File: src/rtl/alu_pkg.sv
// Opcode constants and FSM state type shared by the sequential N-bit ALU,
// its handshake interface users and the iterative multiplier.
package alu_pkg;

   // Opcodes are {ainv, binv, select[1:0]}
   localparam logic [3:0] OP_AND = 4'b0000;
   localparam logic [3:0] OP_OR  = 4'b0001;
   localparam logic [3:0] OP_ADD = 4'b0010;
   localparam logic [3:0] OP_SUB = 4'b0110;
   localparam logic [3:0] OP_SLT = 4'b0111;
   localparam logic [3:0] OP_NOR = 4'b1100;
   localparam logic [3:0] OP_MUL = 4'b0011;

   typedef enum logic {
      ST_IDLE = 1'b0,
      ST_MUL  = 1'b1
   } state_t;

endpackage

File: src/rtl/nbit_alu_seq_if.sv
// Operand/result channel of the sequential ALU: one valid/ready handshake in,
// one valid/ready handshake out.
interface nbit_alu_seq_if #(parameter int N = 32);

   // A transfer happens on a rising edge where valid && ready; the sender holds
   // its payload stable and keeps valid high until that edge, ready may toggle freely.
   logic         in_valid;
   logic         in_ready;
   logic [N-1:0] a;
   logic [N-1:0] b;
   logic [3:0]   op;
   logic         out_valid;
   logic         out_ready;
   logic [N-1:0] result;
   logic         zero;
   logic         carry;
   logic         overflow;
   logic         negative;
   logic         err;

   modport master (
      output in_valid, a, b, op, out_ready,
      input  in_ready, out_valid, result, zero, carry, overflow, negative, err
   );

   modport slave (
      input  in_valid, a, b, op, out_ready,
      output in_ready, out_valid, result, zero, carry, overflow, negative, err
   );

endinterface

File: src/rtl/alu_mul_iter.sv
// Shift-add unsigned multiplier: one partial product per cycle, N cycles per
// operation; product shows the final value combinationally while done is high.
module alu_mul_iter #(parameter int N = 32) (
   input  logic           clk,
   input  logic           rst,
   input  logic           start,
   input  logic [N-1:0]   a,
   input  logic [N-1:0]   b,
   output logic           done,
   output logic [2*N-1:0] product
);

   localparam int CW = (N > 2) ? $clog2(N) : 1;
   localparam logic [CW-1:0] LAST = CW'(N - 1);

   logic           busy;
   logic [CW-1:0]  cnt;
   logic [N-1:0]   mcand;
   logic [2*N-1:0] acc;
   logic [2*N-1:0] acc_next;
   logic [N:0]     upper;

   // Multiplier bits sit in the low half and are consumed LSB first as acc shifts right
   always_comb begin
      upper    = {1'b0, acc[2*N-1:N]} + (acc[0] ? {1'b0, mcand} : '0);
      acc_next = {upper, acc[N-1:1]};
   end

   assign done    = busy && (cnt == LAST);
   assign product = acc_next;

   always_ff @(posedge clk or posedge rst) begin
      if (rst) begin
         busy  <= 1'b0;
         cnt   <= '0;
         mcand <= '0;
         acc   <= '0;
      end else if (start) begin
         busy  <= 1'b1;
         cnt   <= '0;
         mcand <= a;
         acc   <= {{N{1'b0}}, b};
      end else if (busy) begin
         acc <= acc_next;
         if (done) begin
            busy <= 1'b0;
            cnt  <= '0;
         end else begin
            cnt <= cnt + CW'(1);
         end
      end
   end

endmodule

File: src/rtl/nbit_alu_seq.sv
// Registered N-bit ALU with valid/ready on both sides and a single-entry output
// buffer. Define ALU_MUL_EN to build in the iterative multiplier (opcode 0011).
module nbit_alu_seq
   import alu_pkg::*;
#(parameter int N = 32) (
   input  logic           clk,
   input  logic           rst,
   nbit_alu_seq_if.slave  bus,
   output state_t         dbg_state
);

   logic         accept, idle;
   logic         is_sub, cout, add_ovf;
   logic [N-1:0] b_eff, sum;
   logic [N-1:0] alu_res;
   logic         alu_c, alu_v, alu_err;
   logic         ld_en, ld_c, ld_v, ld_err;
   logic [N-1:0] ld_res;
   logic         ov_q, z_q, c_q, v_q, n_q, err_q;
   logic [N-1:0] res_q;

   assign bus.in_ready = idle && (!ov_q || bus.out_ready);
   assign accept       = bus.in_valid && bus.in_ready;

   // SUB and SLT share the adder as a + ~b + 1
   always_comb begin
      is_sub        = (bus.op == OP_SUB) || (bus.op == OP_SLT);
      b_eff         = is_sub ? ~bus.b : bus.b;
      {cout, sum}   = {1'b0, bus.a} + {1'b0, b_eff} + {{N{1'b0}}, is_sub};
      add_ovf       = (bus.a[N-1] == b_eff[N-1]) && (sum[N-1] != bus.a[N-1]);
      alu_res       = '0;
      alu_c         = 1'b0;
      alu_v         = 1'b0;
      alu_err       = 1'b0;
      case (bus.op)
         OP_AND: alu_res = bus.a & bus.b;
         OP_OR:  alu_res = bus.a | bus.b;
         OP_NOR: alu_res = ~(bus.a | bus.b);
         OP_ADD, OP_SUB: begin
            alu_res = sum;
            alu_c   = cout;
            alu_v   = add_ovf;
         end
         OP_SLT: begin
            alu_res = {{(N-1){1'b0}}, sum[N-1] ^ add_ovf};
            alu_c   = cout;
            alu_v   = add_ovf;
         end
         default: alu_err = 1'b1;
      endcase
   end

`ifdef ALU_MUL_EN
   state_t         state, state_next;
   logic           is_mul, mul_start, mul_done;
   logic [2*N-1:0] product;

   assign is_mul    = (bus.op == OP_MUL);
   assign mul_start = accept && is_mul;
   assign idle      = (state == ST_IDLE);
   assign dbg_state = state;

   alu_mul_iter #(.N(N)) u_mul (
      .clk     (clk),
      .rst     (rst),
      .start   (mul_start),
      .a       (bus.a),
      .b       (bus.b),
      .done    (mul_done),
      .product (product)
   );

   always_ff @(posedge clk or posedge rst) begin
      if (rst) state <= ST_IDLE;
      else     state <= state_next;
   end

   always_comb begin
      state_next = state;
      case (state)
         ST_IDLE: if (mul_start) state_next = ST_MUL;
         ST_MUL:  if (mul_done)  state_next = ST_IDLE;
         default: state_next = ST_IDLE;
      endcase
   end

   always_comb begin
      ld_en  = accept && !is_mul;
      ld_res = alu_res;
      ld_c   = alu_c;
      ld_v   = alu_v;
      ld_err = alu_err;
      if (mul_done) begin
         ld_en  = 1'b1;
         ld_res = product[N-1:0];
         ld_c   = 1'b0;
         ld_v   = |product[2*N-1:N];
         ld_err = 1'b0;
      end
   end
`else
   assign idle      = 1'b1;
   assign dbg_state = ST_IDLE;

   always_comb begin
      ld_en  = accept;
      ld_res = alu_res;
      ld_c   = alu_c;
      ld_v   = alu_v;
      ld_err = alu_err;
   end
`endif

   // Illegal opcodes report all flags low, so zero is masked by err
   always_ff @(posedge clk or posedge rst) begin
      if (rst) begin
         ov_q  <= 1'b0;
         res_q <= '0;
         z_q   <= 1'b0;
         c_q   <= 1'b0;
         v_q   <= 1'b0;
         n_q   <= 1'b0;
         err_q <= 1'b0;
      end else if (ld_en) begin
         ov_q  <= 1'b1;
         res_q <= ld_res;
         z_q   <= (ld_res == '0) && !ld_err;
         c_q   <= ld_c;
         v_q   <= ld_v;
         n_q   <= ld_res[N-1];
         err_q <= ld_err;
      end else if (bus.out_ready) begin
         ov_q  <= 1'b0;
      end
   end

   assign bus.out_valid = ov_q;
   assign bus.result    = res_q;
   assign bus.zero      = z_q;
   assign bus.carry     = c_q;
   assign bus.overflow  = v_q;
   assign bus.negative  = n_q;
   assign bus.err       = err_q;

endmodule

File: src/flat_wrapper.sv
// flat-port wrapper written by rule: the top's interface ports become plain ports
module nbit_alu_seq_flat import alu_pkg::*;
#(parameter int N = 32)
  (clk, rst, dbg_state, bus_in_valid, bus_a, bus_b, bus_op, bus_out_ready, bus_in_ready, bus_out_valid, bus_result, bus_zero, bus_carry, bus_overflow, bus_negative, bus_err);
  nbit_alu_seq_if #(.N(N)) bus_i ();
  input  logic clk;
  input  logic rst;
  output state_t dbg_state;
  input wire logic [$bits(bus_i.in_valid)-1:0] bus_in_valid;
  input wire logic [$bits(bus_i.a)-1:0] bus_a;
  input wire logic [$bits(bus_i.b)-1:0] bus_b;
  input wire logic [$bits(bus_i.op)-1:0] bus_op;
  input wire logic [$bits(bus_i.out_ready)-1:0] bus_out_ready;
  output wire logic [$bits(bus_i.in_ready)-1:0] bus_in_ready;
  output wire logic [$bits(bus_i.out_valid)-1:0] bus_out_valid;
  output wire logic [$bits(bus_i.result)-1:0] bus_result;
  output wire logic [$bits(bus_i.zero)-1:0] bus_zero;
  output wire logic [$bits(bus_i.carry)-1:0] bus_carry;
  output wire logic [$bits(bus_i.overflow)-1:0] bus_overflow;
  output wire logic [$bits(bus_i.negative)-1:0] bus_negative;
  output wire logic [$bits(bus_i.err)-1:0] bus_err;
  assign bus_i.in_valid = bus_in_valid;
  assign bus_i.a = bus_a;
  assign bus_i.b = bus_b;
  assign bus_i.op = bus_op;
  assign bus_i.out_ready = bus_out_ready;
  assign bus_in_ready = bus_i.in_ready;
  assign bus_out_valid = bus_i.out_valid;
  assign bus_result = bus_i.result;
  assign bus_zero = bus_i.zero;
  assign bus_carry = bus_i.carry;
  assign bus_overflow = bus_i.overflow;
  assign bus_negative = bus_i.negative;
  assign bus_err = bus_i.err;
  nbit_alu_seq #(.N(N)) u_core (.clk(clk), .rst(rst), .bus(bus_i), .dbg_state(dbg_state));
endmodule
File: config.mk
export PLATFORM = sky130hd
export DESIGN_NAME = nbit_alu_seq_flat
export DESIGN_NICKNAME = d
export VERILOG_FILES = /design/src/rtl/alu_pkg.sv /design/src/rtl/nbit_alu_seq_if.sv /design/src/rtl/alu_mul_iter.sv /design/src/rtl/nbit_alu_seq.sv /design/src/flat_wrapper.sv
export SDC_FILE = /design/constraint.sdc
export NUM_CORES = 1
export LEC_CHECK = 0
export CAP_MARGIN = 40
export CORE_MARGIN = 2
export CORE_UTILIZATION = 30
export CTS_CLUSTER_DIAMETER = 150
export CTS_CLUSTER_SIZE = 10
export DETAILED_ROUTE_END_ITERATION = 12
export PLACE_DENSITY = 0.58
export SKIP_CTS_REPAIR_TIMING = 1
export SLEW_MARGIN = 15
export SYNTH_ARGS = -nofsm -noshare
export SYNTH_HDL_FRONTEND = slang
export SYNTH_SLANG_ARGS = --single-unit
File: constraint.sdc
create_clock -name clk -period 3.6 [get_ports clk]
set_input_delay 0.54 -clock clk [delete_from_list [all_inputs] [get_ports clk]]
set_output_delay 0.54 -clock clk [all_outputs]
set_load 0.005 [all_outputs]
==> impl_metrics.ini <==
[power_and_ir_drop]
peakVddDrop_v = 0.000210
switchingPower_mw = 0.802
seqPwrFrac_pct = 22.2
static-leakage-power_nw = 3.66
combPwrFrac_pct = 59.0
switching_share_pct = 35.7
powerDensity_nw_per_um2 = 276
p_int_mw = 1.44
clock_power_share_pct = 18.8

[grt]
grt_pass1_vias = 5962
grt_max_degree = 51
gr-total-overflow = 0
grtUsageTotal_pct = 21.1
grt_pass1_wl_microns = 30300
antenna_found_initial = 0

[worst_hold_path]
whs_path_depth = 2
min-delay-start = u_core.bus.result[8]$_DFFE_PP0P_
hp-class = reg -> reg
whs_endpoint = u_core.bus.result[8]$_DFFE_PP0P_

[routing]
wire_per_inst_microns = 16.6
drt_first_pass_iters = 5
ant_nets = 0
first_iter_violations = 281
drcViolationCount = 0
num_vias = 6148
via_per_inst = 5.33
drt_wl_total_microns = 19200

[setup_path]
crit_type = in -> reg
r2r_start = u_core.bus.out_valid$_DFFE_PP0P_
worst_ep_arrival_time_ps = 4050
end_kind = flip-flop
critPathLaunchType = primary input
ff2ff_setup_slack_ps = 1000
ff2ff_path_depth = 10
cp.required_ps = 3790
crit_fanout = 5
rr_endpoint = u_core.bus.zero$_DFFE_PP0P_

[timing]
slew-limit-headroom_pct = 55.3
worst_slack_ps = -266
grt_setup_unrepaired = yes
layout_min_cycle_time_ps = 3870
clock.fmax_mhz = 259
post-route-period-util_pct = 107
clock_skew_ps = 2.71
hold_viol_final = 0
finalSetupViolCount = 1
fin_tns_setup_ps = -266
hold_ws_ps = 469
slew_violations = 0
tightestPinTransition_ps = 670

[cells_and_area]
nets = 1046
drive_gt1_share_pct = 29.0
regArea_sq_um = 926
multi_input_area_sq_um = 4040
final_common_cell = buf_4
stdcell_count = 1153
stdcell_area_sq_um = 8160
syn_to_final_growth_pct = 64.9
nFillCells = 1568
final_cell_mix = buf_4 (206), clkdlybuf4s50_1 (106), nand2_1 (86), a21oi_1 (42), dfrtp_1 (37)
antenna_cells = 0

[floorplan]
die_w_microns = 132
core_sq_um = 16000
start_util_pct = 30.9
ioPinCount = 112
die_area_sq_um = 17500
die-height_microns = 132
row_count = 46

[placement]
place_inst = 1137
port_buffers = 110
hpwl_microns = 15900
place_ws_ps = -853
gp_congestion = 0.892
place_area_sq_um = 7700

[logic_synthesis]
yosys.area.top_type = dfrtp_1
synthAdderAreaFrac_pct = 10.9
synth_cells = 651
async_flop_share_pct = 100
synthTopCellsByArea = dfrtp_1 (19%), ha_1 (9.1%), xnor2_1 (6.9%)
synth_area_sq_um = 4950
avgSynthCellArea_sq_um = 7.60
synth_fp_nets = 760
ys_seq_area_share_pct = 18.7
yosysWarningCount = 0
ys_seq_elements = 37
ys.flop_type = dfrtp_1
synthMuxAreaShare_pct = 1.54
synth-xor-area-share_pct = 7.26
synth_top_family_by_area = compound AO/OA/AOI/OAI gates
synth-compound-area-share_pct = 32.7
yosys.area_share.simple_pct = 24.1
netlist-cell-type-count = 74
synth_edf_count = 0
synth_top_cell_area_share_pct = 18.7

[clock_network]
cts_inserted_buffers = 5
clock-root-buffer = clkbuf_16
clk_pin_slew_ps = 50
htreeDepth = 2
clkLatencyLatePin_ps = 280
clock_path_buffers = 2
clock_sinks = 37
cts_tree = done

[status]
status = complete, but fails checks
violations = setup timing

[run]
cap_violations = 0
==> final cells by class <==
type / count / area share [%]
repair buffers: 321 / 33.5
multi-input cells: 559 / 49.5
clock buffers: 7 / 1.75
inverters: 13 / 0.598
flip-flops and latches: 37 / 11.4
well taps: 216 / 3.31
==> registers in the layout, summed over array words and instances, names as in the netlist <==
signal                flops
u_core.bus.out_valid      1
u_core.bus.err            1
u_core.bus.overflow       1
u_core.bus.result        31
u_core.bus.negative       1
u_core.bus.zero           1
u_core.bus.carry          1
==> cells in the mapped netlist (11+ instances only) <==
| cell | count |
|---|---|
| o211ai_1 | 11 |
| nor3_1 | 37 |
| nor2_1 | 25 |
| dfrtp_1 | 37 |
| a21oi_1 | 53 |
| ha_1 | 36 |
| a221oi_1 | 12 |
| xnor2_1 | 39 |
| clkbuf_1 | 26 |
| inv_1 | 13 |
| a21o_1 | 34 |
| nand3_1 | 11 |
| nand4_1 | 12 |
| o21ai_0 | 37 |
| nand2_1 | 87 |
==> how the worst max path moves through the flow <==
| stage | startpoint | to |
|---|---|---|
| floorplan | bus_op[1] | u_core.bus.zero$_DFFE_PP0P_ |
| global placement | bus_op[1] | u_core.bus.zero$_DFFE_PP0P_ |
| detailed placement | bus_op[1] | u_core.bus.zero$_DFFE_PP0P_ |
| CTS | bus_op[1] | u_core.bus.zero$_DFFE_PP0P_ |
| global route | bus_op[3] | u_core.bus.zero$_DFFE_PP0P_ |
| finish | bus_op[3] | u_core.bus.zero$_DFFE_PP0P_ |
==> worst max-delay path, stage by stage <==
cell and delay, ps:
buf_6 90, nand3b_1 240, buf_4 200, buf_6 110, xnor2_2 180, ha_1 290, and3b_1 200, a221o_1 380
and3_4 210, a311oi_2 180, o21ai_1 120, or4_1 550, nor4_1 230, and4_1 230, nand4_1 70, o31ai_1 240
==> layer usage <==
layer,vias to the layer above,routed length (microns),global-route usage [%]
li1,3053,-,-
met1,2895,8910,28.7
met2,171,8980,36.0
met3,29,915,1.61
met4,0,371,5.44
met5,-,0,0
==> per-stage QoR <==
| step | util, % | total power, mW |
|---|---|---|
| 2_1_floorplan | - | 1.08 |
| 3_3_place_gp | 48.1 | 1.73 |
| 3_5_place_dp | 48.1 | 1.75 |
| 4_1_cts | 49.0 | 2.18 |
| 5_1_grt | 51.0 | 2.39 |
| 6_report | 51.0 | 2.25 |
==> cell families (layout without fill, tap and decap cells) <==
kind of cell / Yosys count / after routing
adder cells (fa/ha/maj): 44 / 44
AND/OR/NAND/NOR: 232 / 232
buffers and inverters: 55 / 341
other: 1 / 1
multiplexers: 7 / 7
flip-flops: 37 / 37
XOR/XNOR: 41 / 41
AO/OA/AOI/OAI: 234 / 234
==> power groups by stage <==
stage	Sequential, mW	Clock (mW)	Combinational [mW]
after CTS	0.500	0.432	1.25
after global routing	0.505	0.447	1.44
after detailed placement	0.506	0	1.24
after floorplan	0.507	0	0.571
after global placement	0.505	0	1.23
final	0.499	0.422	1.33
(Power assumes the default switching activity.)
